### src/rtl/intersection_scheduler.sv
// Right-of-way sequencer for a main/side road junction with a pedestrian
// crossing phase. Main road rests on green; side road and walk on demand.
// Ports:
//   clk, reset_n          clock (rising edge), async active-low reset
//   car_sensor_side       side-road vehicle present (level)
//   car_sensor_main       main-road vehicle present (status only)
//   pedestrian_button     crossing request, sampled every cycle
//   lights_main/side      one-hot light codes RED=001 YELLOW=010 GREEN=100
//   walk                  pedestrian walk indication
//   ped_pending           latched, not-yet-served crossing request
//   phase                 current state code, for debug
module intersection_scheduler #(
    parameter int unsigned GREEN_MIN   = 4,
    parameter int unsigned GREEN_MAX   = 8,
    parameter int unsigned YELLOW_TIME = 2,
    parameter int unsigned ALLRED_TIME = 1,
    parameter int unsigned WALK_TIME   = 3
) (
    input  logic       clk,
    input  logic       reset_n,
    input  logic       car_sensor_side,
    input  logic       car_sensor_main,
    input  logic       pedestrian_button,
    output logic [2:0] lights_main,
    output logic [2:0] lights_side,
    output logic       walk,
    output logic       ped_pending,
    output logic [2:0] phase
);

    typedef enum logic [2:0] {
        MAIN_GO   = 3'd0,
        MAIN_WARN = 3'd1,
        CLEAR     = 3'd2,
        SIDE_GO   = 3'd3,
        SIDE_WARN = 3'd4,
        PED_WALK  = 3'd5
    } state_t;

    typedef enum logic {
        ROAD_MAIN = 1'b0,
        ROAD_SIDE = 1'b1
    } road_t;

    localparam logic [2:0] RED    = 3'b001;
    localparam logic [2:0] YELLOW = 3'b010;
    localparam logic [2:0] GREEN  = 3'b100;

    // Timer values on the last cycle of each timed interval
    localparam logic [7:0] GMIN_END = 8'(GREEN_MIN - 1);
    localparam logic [7:0] GMAX_END = 8'(GREEN_MAX - 1);
    localparam logic [7:0] YEL_END  = 8'(YELLOW_TIME - 1);
    localparam logic [7:0] AR_END   = 8'(ALLRED_TIME - 1);
    localparam logic [7:0] WALK_END = 8'(WALK_TIME - 1);

    state_t     state;
    state_t     state_n;
    road_t      next_road;
    road_t      next_road_n;
    logic [7:0] timer;
    logic       ped_clear;
    logic       green_min_met;

    // Main-road presence is reported upstream but never alters sequencing
    logic unused_main_sensor;
    assign unused_main_sensor = car_sensor_main;

    assign green_min_met = (timer >= GMIN_END);

    always_ff @(posedge clk or negedge reset_n) begin
        if (!reset_n) begin
            state     <= MAIN_GO;
            timer     <= 8'd0;
            next_road <= ROAD_SIDE;
        end else begin
            state     <= state_n;
            next_road <= next_road_n;
            if (state_n != state) begin
                timer <= 8'd0;
            end else if (timer != 8'hFF) begin
                timer <= timer + 8'd1;
            end
        end
    end

    // Serving the walk clears the request even if the button is still held
    always_ff @(posedge clk or negedge reset_n) begin
        if (!reset_n) begin
            ped_pending <= 1'b0;
        end else if (ped_clear) begin
            ped_pending <= 1'b0;
        end else if (pedestrian_button && state != PED_WALK) begin
            ped_pending <= 1'b1;
        end
    end

    always_comb begin
        state_n     = state;
        next_road_n = next_road;
        ped_clear   = 1'b0;
        unique case (state)
            MAIN_GO: begin
                if (green_min_met && (car_sensor_side || ped_pending)) begin
                    state_n = MAIN_WARN;
                end
            end
            MAIN_WARN: begin
                if (timer == YEL_END) begin
                    state_n     = CLEAR;
                    next_road_n = ROAD_SIDE;
                end
            end
            SIDE_GO: begin
                if (timer == GMAX_END ||
                    (green_min_met && (!car_sensor_side || ped_pending))) begin
                    state_n = SIDE_WARN;
                end
            end
            SIDE_WARN: begin
                if (timer == YEL_END) begin
                    state_n     = CLEAR;
                    next_road_n = ROAD_MAIN;
                end
            end
            CLEAR: begin
                if (timer == AR_END) begin
                    if (ped_pending) begin
                        state_n   = PED_WALK;
                        ped_clear = 1'b1;
                    end else if (next_road == ROAD_SIDE && car_sensor_side) begin
                        state_n = SIDE_GO;
                    end else begin
                        state_n = MAIN_GO;
                    end
                end
            end
            PED_WALK: begin
                if (timer == WALK_END) begin
                    state_n = CLEAR;
                end
            end
            default: begin
                state_n = CLEAR;
            end
        endcase
    end

    // Any code not listed shows both roads red
    always_comb begin
        lights_main = RED;
        lights_side = RED;
        walk        = 1'b0;
        unique case (state)
            MAIN_GO:   lights_main = GREEN;
            MAIN_WARN: lights_main = YELLOW;
            SIDE_GO:   lights_side = GREEN;
            SIDE_WARN: lights_side = YELLOW;
            PED_WALK:  walk        = 1'b1;
            default: begin
                lights_main = RED;
                lights_side = RED;
            end
        endcase
    end

    assign phase = state;

endmodule

### config.mk
export PLATFORM = sky130hd
export DESIGN_NAME = intersection_scheduler
export DESIGN_NICKNAME = d
export VERILOG_FILES = /design/src/rtl/intersection_scheduler.sv
export SDC_FILE = /design/constraint.sdc
export NUM_CORES = 1
export LEC_CHECK = 0
export ABC_AREA = 1
export BUFFER_PORTS_ARGS = -buffer_cell sky130_fd_sc_hd__buf_2
export CAP_MARGIN = 0
export CELL_PAD_IN_SITES_DETAIL_PLACEMENT = 1
export CELL_PAD_IN_SITES_GLOBAL_PLACEMENT = 2
export CORE_ASPECT_RATIO = 0.9
export CORE_UTILIZATION = 32
export CTS_CLUSTER_DIAMETER = 150
export DETAILED_ROUTE_END_ITERATION = 6
export GPL_ROUTABILITY_DRIVEN = 0
export MAX_ROUTING_LAYER = met4
export PLACE_DENSITY = 0.78
export SLEW_MARGIN = 20
export SYNTH_ARGS = -nofsm -noshare
export SYNTH_HDL_FRONTEND = slang
export SYNTH_SLANG_ARGS = --single-unit
### constraint.sdc
create_clock -name clk -period 1.7 [get_ports clk]
set_input_delay 0.085 -clock clk [delete_from_list [all_inputs] [get_ports clk]]
set_output_delay 0.085 -clock clk [all_outputs]
set_load 0.01 [all_outputs]
==> flow_summary.yaml, run 1 <==
drt:
  detailed_routing_iterations_pass_1: 4
  drt-initial-drc-count: 14
  drcViolationCount: 0
  wirelength_um: 2750
  post_drt_via_cell_ratio: 4.75
  drt.antenna.violating_nets: 0
  routed_wire_length_per_instance_um: 13.2
  overall_via_count_from_detail_route: 992
global_routing:
  antenna_found_initial: 0
  met3_usage_grt: 0.0427
  first_global_vias: 1027
  grt.met2_usage: 0.286
  globalRoute.totalOverflow: 0
  groute.layer.met1.usage: 0.242
  most_utilized_layer_in_the_global_route_result: "met2"
  track_usage: 0.183
  pin_count_of_the_biggest_net_entering_global_routing: 14
  global_route_wire_length_before_repair_um: 4890
sta:
  timing_hold_violations_final: 0
  unrepaired_setup_endpoints_after_global_routing: "yes"
  setup-violations-final: 4
  period_needed_ps: 1720
  slew_viol_final: 0
  final_skew_ps: 0.624
  finalCritPeriodShare: 1.01
  worst_slack_ps: -18.9
  timing.slew.headroom: 0.782
  worst_pin_slew_ps: 327
  max_clock_freq_mhz: 582
status:
  failed_checks: "negative setup slack"
  status: "finished, violations left"
cells_and_area:
  antenna_diode_count: 0
  share_of_final_layout_standard_cells_stronger_than_drive_strength_1: 0.509
  leading_cell_type_in_the_layout_fill_and_taps_excluded: "nand2_1"
  area_delta_synth_final_pct: 32.2
  most_frequent_cells_in_the_layout: "nand2_1, inv_1, buf_2, nand2_2"
  finalNetCount: 177
  post-route-cell-area_mm2: 0.00141
  finalNonFillerCells: 209
  nFillCells: 407
cts:
  tritoncts.num_buffers: 3
  cts.sink_count: 13
  clkTransAtPathRegs_ps: 60
  cts_root_buf: "clkbuf_8"
  cts.path.max_buffers: 2
  cts_tree: "built"
  clock_latency_ps: 240
  htree_num_levels: 1
run:
  cap_viol_max_count: 0
worst_setup_path:
  r2r_setup_slk_ps: -20
  critical_path.startpoint: "timer[1]$_DFFE_PN0P_"
  cp-start-kind: "flip-flop"
  crit_path_end: "timer[2]$_DFFE_PN0P_"
  path_class: "reg2reg"
  r2r_cells: 10
  endpoint_kind: "flip-flop"
  cell_by_cell_listing_of_the_critical_path: "inv_2, ha_1, nand2_2, nor2_4, nor2_1, nor2_2, nand3_2, nand2_2, nand3_4, nor3_2"
  critical_path.max_stage_delay_ps: 460
  r2r-end: "timer[2]$_DFFE_PN0P_"
  reg2reg_from: "timer[1]$_DFFE_PN0P_"
  path_max_fanout: 8
  cp_slowest_cell: "dfrtp_2"
  worstPathRequired_ps: 1870
  critPathArrivalTime_ps: 1890
  critical-path-top-cell-by-count: "nand2_2"
hold_path:
  hold_path.class: "in2reg"
synthesis:
  yosys_warnings: 0
  synth_sequential_area_ratio: 0.306
  largest_family_of_logic_cells_by_synthesized_area: "simple AND/OR/NAND/NOR gates"
  yosys.area.top_type: "dfrtp_1"
  synth_compound_area_frac: 0.0738
  synthDominantCellAreaShare: 0.281
  synth_nets: 148
  ys_async_sr_fraction: 1.00
  synthXorXnorAreaFrac: 0.0164
  count_of_flip_flops_with_a_built_in_enable_after_synthesis: 0
  post_synth.cell_area_avg_um2: 7.69
  synth_cell_types: 26
  muxShareOfSynthArea: 0.00937
  synth.area.top_cells: "dfrtp_1, nand2_1, inv_1"
  mappedNetlistArea_mm2: 0.00107
  ys_ff_latch: 13
  synthSimpleGateAreaFrac: 0.460
  synth_adder_area_share: 0.0468
  dominant_register_cell_in_the_synthesized_netlist: "dfrtp_1"
  synthCells: 139
floorplanning:
  ios: 16
  die_height_um: 56.8
  floorplan.rows: 19
  core_region_area_mm2: 0.00311
  floorplan_die_width_um: 62.9
  initial_core_util: 0.343
  die_area_mm2: 0.00357
power:
  fin_total_pwr_w: 0.00215
  static-leakage-power_nw: 0.701
  vdd_ir_drop_max_v: 0.000668
  cellPowerDensity_mw_per_mm2: 1530
placement:
  place_inst: 200
  dp_hpwl_um: 2180
  cell_area_placed_mm2: 0.00123
  io_buffer_count: 14
[repair_timing]
item,4_1_cts,5_1_grt
hold endpoints to repair,12,0
hold buffers,1,0
gates resized for setup,0,35
pin swaps,1,16
buffers inserted,1,3
setup endpoints to repair,8,8
[power breakdown]
part	leakage, nW	switching [W]	internal [W]
combinational	0.518	0.000854	0.000516
clock	0.0228	0.000122	0.000166
sequential	0.160	0.000100	0.000396
total	0.701	0.00108	0.00108
[synthesized netlist by cell type (2+ instances only)]
library cell	instances
nor3_2	8
nand3_1	9
nor2_2	4
o21ai_2	2
inv_1	23
dfrtp_1	12
inv_2	2
nor2_4	5
nand2_1	33
ha_1	4
xor2_1	2
o21ai_0	7
nand3_2	3
nand4_1	2
nand2_4	2
nor2_1	10
nand2_2	2
[layout make-up]
class	instances	area, um2	share of cell area
multi-input combinational	101	733	0.519
timing repair buffer	24	151	0.107
sequential	13	334	0.236
tap	42	52.6	0.0372
inverter	25	96.3	0.0682
clock buffer	4	45.0	0.0319
[layer usage]
metal | wire length [um] | vias to the layer above
met5 | 0 | -
met4 | 8 | 0
met3 | 70 | 2
met2 | 1310 | 14
met1 | 1360 | 485
li1 | - | 491
[through the flow]
stage               worst slack (ps)   util  hold slack, ps  setup TNS (ps)
floorplan                        177      -            -211               0
detailed placement             -4.52  0.395            6.98           -9.92
global placement                43.4  0.395            6.27               0
CTS                             7.46  0.415             199               0
finish                         -18.9  0.454             189           -65.8
global route                    -150  0.454             252            -833
[cell families after synthesis]
kind of cell / Yosys count
flops: 13
compound gates: 13
simple gates: 81
fa+ha+maj: 4
mux: 1
buf+inv: 25
xor+xnor: 2
[state kept, by name (all words and copies together), names as in the netlist]
register     flops
next_road        1
ped_pending      1
phase            3
timer            8
[critical path: cells and delay by family, from the launching register on]
| kind | cells | cell delay, ps |
|---|---|---|
| adder cells (fa/ha/maj) | 1 | 150 |
| buffers and inverters | 1 | 90 |
| flip-flops | 1 | 460 |
| AND/OR/NAND/NOR | 8 | 940 |
[worst min path at each step]
stage | startpoint | endpoint | slack, ps | depth (start not counted)
CTS | pedestrian_button | ped_pending$_DFFE_PN0P_ | 200 | 5
global placement | reset_n | phase[2]$_DFF_PN0_ | 6 | 1
floorplan | reset_n | ped_pending$_DFFE_PN0P_ | -210 | 0
finish | pedestrian_button | ped_pending$_DFFE_PN0P_ | 190 | 5
global route | pedestrian_button | ped_pending$_DFFE_PN0P_ | 250 | 5
detailed placement | reset_n | phase[2]$_DFF_PN0_ | 7 | 1
Note: power is estimated with default switching activity, not from simulation.
==> run 2: changes to the inputs <==
--- a/config.mk
+++ b/config.mk
@@ -10,7 +10,6 @@
 export CAP_MARGIN = 0
 export CELL_PAD_IN_SITES_DETAIL_PLACEMENT = 1
 export CELL_PAD_IN_SITES_GLOBAL_PLACEMENT = 2
-export CORE_ASPECT_RATIO = 0.9
 export CORE_UTILIZATION = 32
 export CTS_CLUSTER_DIAMETER = 150
 export DETAILED_ROUTE_END_ITERATION = 6
==> flow_summary.yaml, run 2 (synthesized netlist as in run 1, its figures left out) <==
status:
  status: "finished, violations left"
  failed_checks: "negative setup slack"
cells_and_area:
  largest_reg_flops: 8
  share_of_final_layout_standard_cells_stronger_than_drive_strength_1: 0.537
  finalNetCount: 187
  nFillCells: 404
  antenna_diode_count: 0
  area_delta_synth_final_pct: 39.3
  leading_cell_type_in_the_layout_fill_and_taps_excluded: "nand2_1"
  most_frequent_cells_in_the_layout: "nand2_1, inv_1, buf_4, buf_2, nand2_2"
  regMostFlops: "timer"
worst_setup_path:
  endpoint_kind: "flip-flop"
  worstPathRequired_ps: 1910
  path_class: "reg2reg"
  path_max_fanout: 8
  cp-start-kind: "flip-flop"
  critPathArrivalTime_ps: 1910
sta:
  worst_pin_slew_ps: 324
  final_skew_ps: 0.539
  finalCritPeriodShare: 1.00
  period_needed_ps: 1710
  setup-violations-final: 1
  timing.slew.headroom: 0.784
  setup_tns_ps: -5.30
  unrepaired_setup_endpoints_after_global_routing: "yes"
  slew_viol_final: 0
  timing_hold_violations_final: 0
  max_clock_freq_mhz: 586
  worst_slack_ps: -5.30
drt:
  overall_via_count_from_detail_route: 1043
  routed_wire_length_per_instance_um: 12.7
  drt.antenna.violating_nets: 0
  post_drt_via_cell_ratio: 4.72
  detailed_routing_iterations_pass_1: 3
  drcViolationCount: 0
  drt-initial-drc-count: 36
  wirelength_um: 2810
power:
  vdd_ir_drop_max_v: 0.000436
  static-leakage-power_nw: 0.743
  cellPowerDensity_mw_per_mm2: 1430
  fin_total_pwr_w: 0.00213
cts:
  cts.sink_count: 13
  htree_num_levels: 1
  cts_tree: "built"
  clock_latency_ps: 280
  clkTransAtPathRegs_ps: 90
  cts.path.max_buffers: 2
  cts_root_buf: "clkbuf_4"
  tritoncts.num_buffers: 3
placement:
  io_buffer_count: 14
  place_ws_ps: -26.6
  dp_hpwl_um: 2110
global_routing:
  first_global_vias: 1018
  track_usage: 0.178
  globalRoute.totalOverflow: 0
  pin_count_of_the_biggest_net_entering_global_routing: 14
  antenna_found_initial: 0
  global_route_wire_length_before_repair_um: 4610
hold_path:
  hold_path.class: "in2reg"
floorplanning:
  die_height_um: 59.8
  die_area_mm2: 0.00357
  floorplan.rows: 20
  ios: 16
  floorplan_die_width_um: 59.8
  initial_core_util: 0.344
  core_region_area_mm2: 0.00310
run:
  cap_viol_max_count: 0
==> run 2: changes by cell type in the layout (fill, tap and decap cells not counted), moves of 2 or more <==
cell	previous run	this run
clkbuf_8	3	0
buf_4	8	19
nand2_1	22	25
nand2_2	12	10
clkbuf_4	0	3
==> run 2: worst max-delay path, stage by stage, from the launching register on <==
cell and delay [ps]:
dfrtp_2 450, ha_2 200, inv_1 70, nand2_1 90, o21ai_2 160, buf_4 140, nand3_4 80, nand4_4 100
nand3_4 170, nor3_2 180
==> run 2: cell type report <==
| class | count | area [um2] | area share |
|---|---|---|---|
| multi-input cells | 101 | 756 | 0.508 |
| flip-flops and latches | 13 | 335 | 0.225 |
| repair buffers | 34 | 223 | 0.150 |
| inverters | 25 | 93.8 | 0.0630 |
| well taps | 44 | 55.1 | 0.0370 |
| clock buffers | 4 | 26.3 | 0.0176 |
==> run 2: power by group <==
part / leakage (nW) / internal (W) / switching (W)
logic: 0.569 / 0.000550 / 0.000884
registers: 0.158 / 0.000397 / 0.0000942
clock network: 0.0150 / 0.0000910 / 0.000113
==> run 2: metrics by stage <==
stage / hold WS [ps] / std cells / area [um2] / utilization
after floorplan: -211 / 139 / 1070 / -
after global placement: 0.490 / 203 / 1240 / 0.399
after detailed placement: 1.03 / 203 / 1240 / 0.399
after CTS: 143 / 209 / 1290 / 0.416
after global routing: 179 / 221 / 1490 / 0.480
final: 140 / 221 / 1490 / 0.480
==> run 2: routing by layer <==
metal  vias to the layer above  global-route usage  part of all wire  wire (um)
li1                        520                   -                 -          -
met1                       499               0.201              0.41       1160
met2                        20               0.330              0.54       1530
met3                         4              0.0195             0.031         86
met4                         0              0.0498             0.013         36
met5                         -                   -                 0          0
==> run 2: path summary, 6_finish.rpt <==
check	start	endpoint	slack, ps	cells past startpoint
min reg2reg	next_road$_DFFE_PN1P_	next_road$_DFFE_PN1P_	560	1
max	timer[1]$_DFFE_PN0P_	timer[7]$_DFFE_PN0P_	-5	9
max reg2reg	timer[1]$_DFFE_PN0P_	timer[7]$_DFFE_PN0P_	-5	9
min in group asynchronous	reset_n	timer[5]$_DFFE_PN0P_	220	2
min	pedestrian_button	ped_pending$_DFFE_PN0P_	140	5
max in group asynchronous	reset_n	next_road$_DFFE_PN1P_	1190	2
==> run 2: what timing repair did <==
action,4_1_cts,5_1_grt
gates resized for setup,5,32
endpoints found under the setup margin,8,8
hold buffers,1,0
endpoints found under the hold margin,13,0
pin swaps,5,5
setup buffers,1,12
==> run 3: changes to the inputs <==
--- a/config.mk
+++ b/config.mk
@@ -6,16 +6,16 @@
 export NUM_CORES = 1
 export LEC_CHECK = 0
 export ABC_AREA = 1
-export BUFFER_PORTS_ARGS = -buffer_cell sky130_fd_sc_hd__buf_2
 export CAP_MARGIN = 0
 export CELL_PAD_IN_SITES_DETAIL_PLACEMENT = 1
 export CELL_PAD_IN_SITES_GLOBAL_PLACEMENT = 2
-export CORE_UTILIZATION = 32
+export CORE_UTILIZATION = 35
 export CTS_CLUSTER_DIAMETER = 150
 export DETAILED_ROUTE_END_ITERATION = 6
+export DONT_BUFFER_PORTS = 1
 export GPL_ROUTABILITY_DRIVEN = 0
 export MAX_ROUTING_LAYER = met4
-export PLACE_DENSITY = 0.78
+export PLACE_DENSITY = 0.76
 export SLEW_MARGIN = 20
 export SYNTH_ARGS = -nofsm -noshare
 export SYNTH_HDL_FRONTEND = slang
==> flow_summary.yaml, run 3 (synthesized netlist as in run 1, its figures left out) <==
status:
  status: "finished, violations left"
  failed_checks: "design-rule violations, negative setup slack"
cts:
  cts_tree: "built"
  cts.sink_count: 13
  clkTransAtPathRegs_ps: 90
  cts_root_buf: "clkbuf_4"
  clock_latency_ps: 280
  htree_num_levels: 1
  cts.path.max_buffers: 2
  tritoncts.num_buffers: 3
power:
  fin_total_pwr_w: 0.00210
  vdd_ir_drop_max_v: 0.000550
  cellPowerDensity_mw_per_mm2: 1500
  static-leakage-power_nw: 0.684
drt:
  wirelength_um: 2650
  routed_wire_length_per_instance_um: 13.7
  detailed_routing_iterations_pass_1: 6
  post_drt_via_cell_ratio: 5.06
  drt-initial-drc-count: 23
  drcViolationCount: 3
  drt.antenna.violating_nets: 0
  overall_via_count_from_detail_route: 976
cells_and_area:
  nFillCells: 347
  antenna_diode_count: 0
  regMostFlops: "timer"
  area_delta_synth_final_pct: 30.7
  share_of_final_layout_standard_cells_stronger_than_drive_strength_1: 0.457
  leading_cell_type_in_the_layout_fill_and_taps_excluded: "nand2_1"
  finalNetCount: 172
  multiInputGateArea_um2: 751
  largest_reg_flops: 8
  finalNonFillerCells: 193
  finalCoreUtilization: 0.494
  most_frequent_cells_in_the_layout: "nand2_1, inv_1, buf_4, nor2_1, dfrtp_1"
  register_area_um2: 332
hold_path:
  worstHoldPathCells: 4
  hold_path.class: "in2reg"
sta:
  unrepaired_setup_endpoints_after_global_routing: "yes"
  period_needed_ps: 1730
  fin_hold_ws_ps: 41.4
  final_skew_ps: 1.80
  worst_slack_ps: -30.8
  timing.slew.headroom: 0.559
  max_clock_freq_mhz: 578
  slew_viol_final: 0
  finalCritPeriodShare: 1.02
  timing_hold_violations_final: 0
  worst_pin_slew_ps: 660
  setup-violations-final: 1
worst_setup_path:
  cell_by_cell_listing_of_the_critical_path: "inv_2, ha_2, nand2_2, nor2_4, nor2_1, nor2_2, nand3_2, nand2_2, nand3_4, nor3_4"
  critical_path.max_stage_delay_ps: 470
  cp_slowest_cell: "dfrtp_2"
  path_class: "reg2reg"
  worstPathRequired_ps: 1900
  critPathArrivalTime_ps: 1930
  critical-path-top-cell-by-count: "nand2_2"
  endpoint_kind: "flip-flop"
  r2r_cells: 10
  path_max_fanout: 8
  cp-start-kind: "flip-flop"
placement:
  place_inst: 179
  io_buffer_count: 0
  dp_hpwl_um: 2050
  place_ws_ps: -4.12
global_routing:
  antenna_found_initial: 0
  first_global_vias: 990
  global_route_wire_length_before_repair_um: 4290
  track_usage: 0.177
  pin_count_of_the_biggest_net_entering_global_routing: 14
  globalRoute.totalOverflow: 0
floorplanning:
  core_region_area_mm2: 0.00283
  floorplan_die_width_um: 57.3
  initial_core_util: 0.378
  die_height_um: 57.3
  floorplan.rows: 19
  ios: 16
  die_area_mm2: 0.00328
run:
  cap_viol_max_count: 0
## run 3: cell types whose count changed in the layout (fill, tap and decap cells not counted), moves of 3 or more
cell     delta
buf_2      -14
buf_4       -3
dfrtp_1     +3
dfrtp_2     -3
nand2_2     -3
## run 3: per-stage QoR
step / TNS [ps] / cell area, um2
finish: -30.8 / 1400
CTS: 0 / 1220
global route: -819 / 1400
detailed placement: -4.12 / 1170
global placement: 0 / 1170
floorplan: 0 / 1070
## run 3: what timing repair did
item | CTS | global route
pin swaps | 5 | 16
cloned | 0 | 0
hold buffers | 1 | 0
gates resized for setup | 5 | 28
hold endpoints to repair | 13 | 0
setup buffers | 0 | 9
endpoints found under the setup margin | 8 | 8
## run 3: area by class of cell
cell class,instances,area share
inverter,25,0.0690
sequential,13,0.237
clock buffer,4,0.0188
tap,31,0.0278
multi-input combinational,101,0.538
timing repair buffer,19,0.109
## run 3: worst max-delay path, delay by kind of cell, from the launching register on
family	cells	cell delay [ps]
and+or+nand+nor	8	910
DFF	1	470
buffers and inverters	1	100
adders and majority gates	1	170
## run 3: path summary, 6_finish.rpt
check                                            from                 endpoint  slack (ps)
worst max-delay path             timer[1]$_DFFE_PN0P_     timer[1]$_DFFE_PN0P_         -30
worst min-delay path                pedestrian_button  ped_pending$_DFFE_PN0P_          40
worst max register to register   timer[1]$_DFFE_PN0P_     timer[1]$_DFFE_PN0P_         -30
worst min register to register  next_road$_DFFE_PN1P_    next_road$_DFFE_PN1P_         580
max in group asynchronous                     reset_n       phase[0]$_DFF_PN0_         970
min in group asynchronous                     reset_n     timer[0]$_DFFE_PN0P_         270
## run 3: report_power, final
part           internal (W)  total, W  switching, W  leakage [nW]
clock network     0.0000909  0.000202      0.000111        0.0150
registers          0.000395  0.000503      0.000108         0.163
logic              0.000525   0.00139      0.000866         0.506
## run 3: routing by layer
metal	vias to the layer above	global-route usage	share of wire
met4	0	0.0697	0.0091
met1	463	0.193	0.39
li1	489	-	-
met2	20	0.321	0.56
met5	-	-	0
met3	4	0.0249	0.038
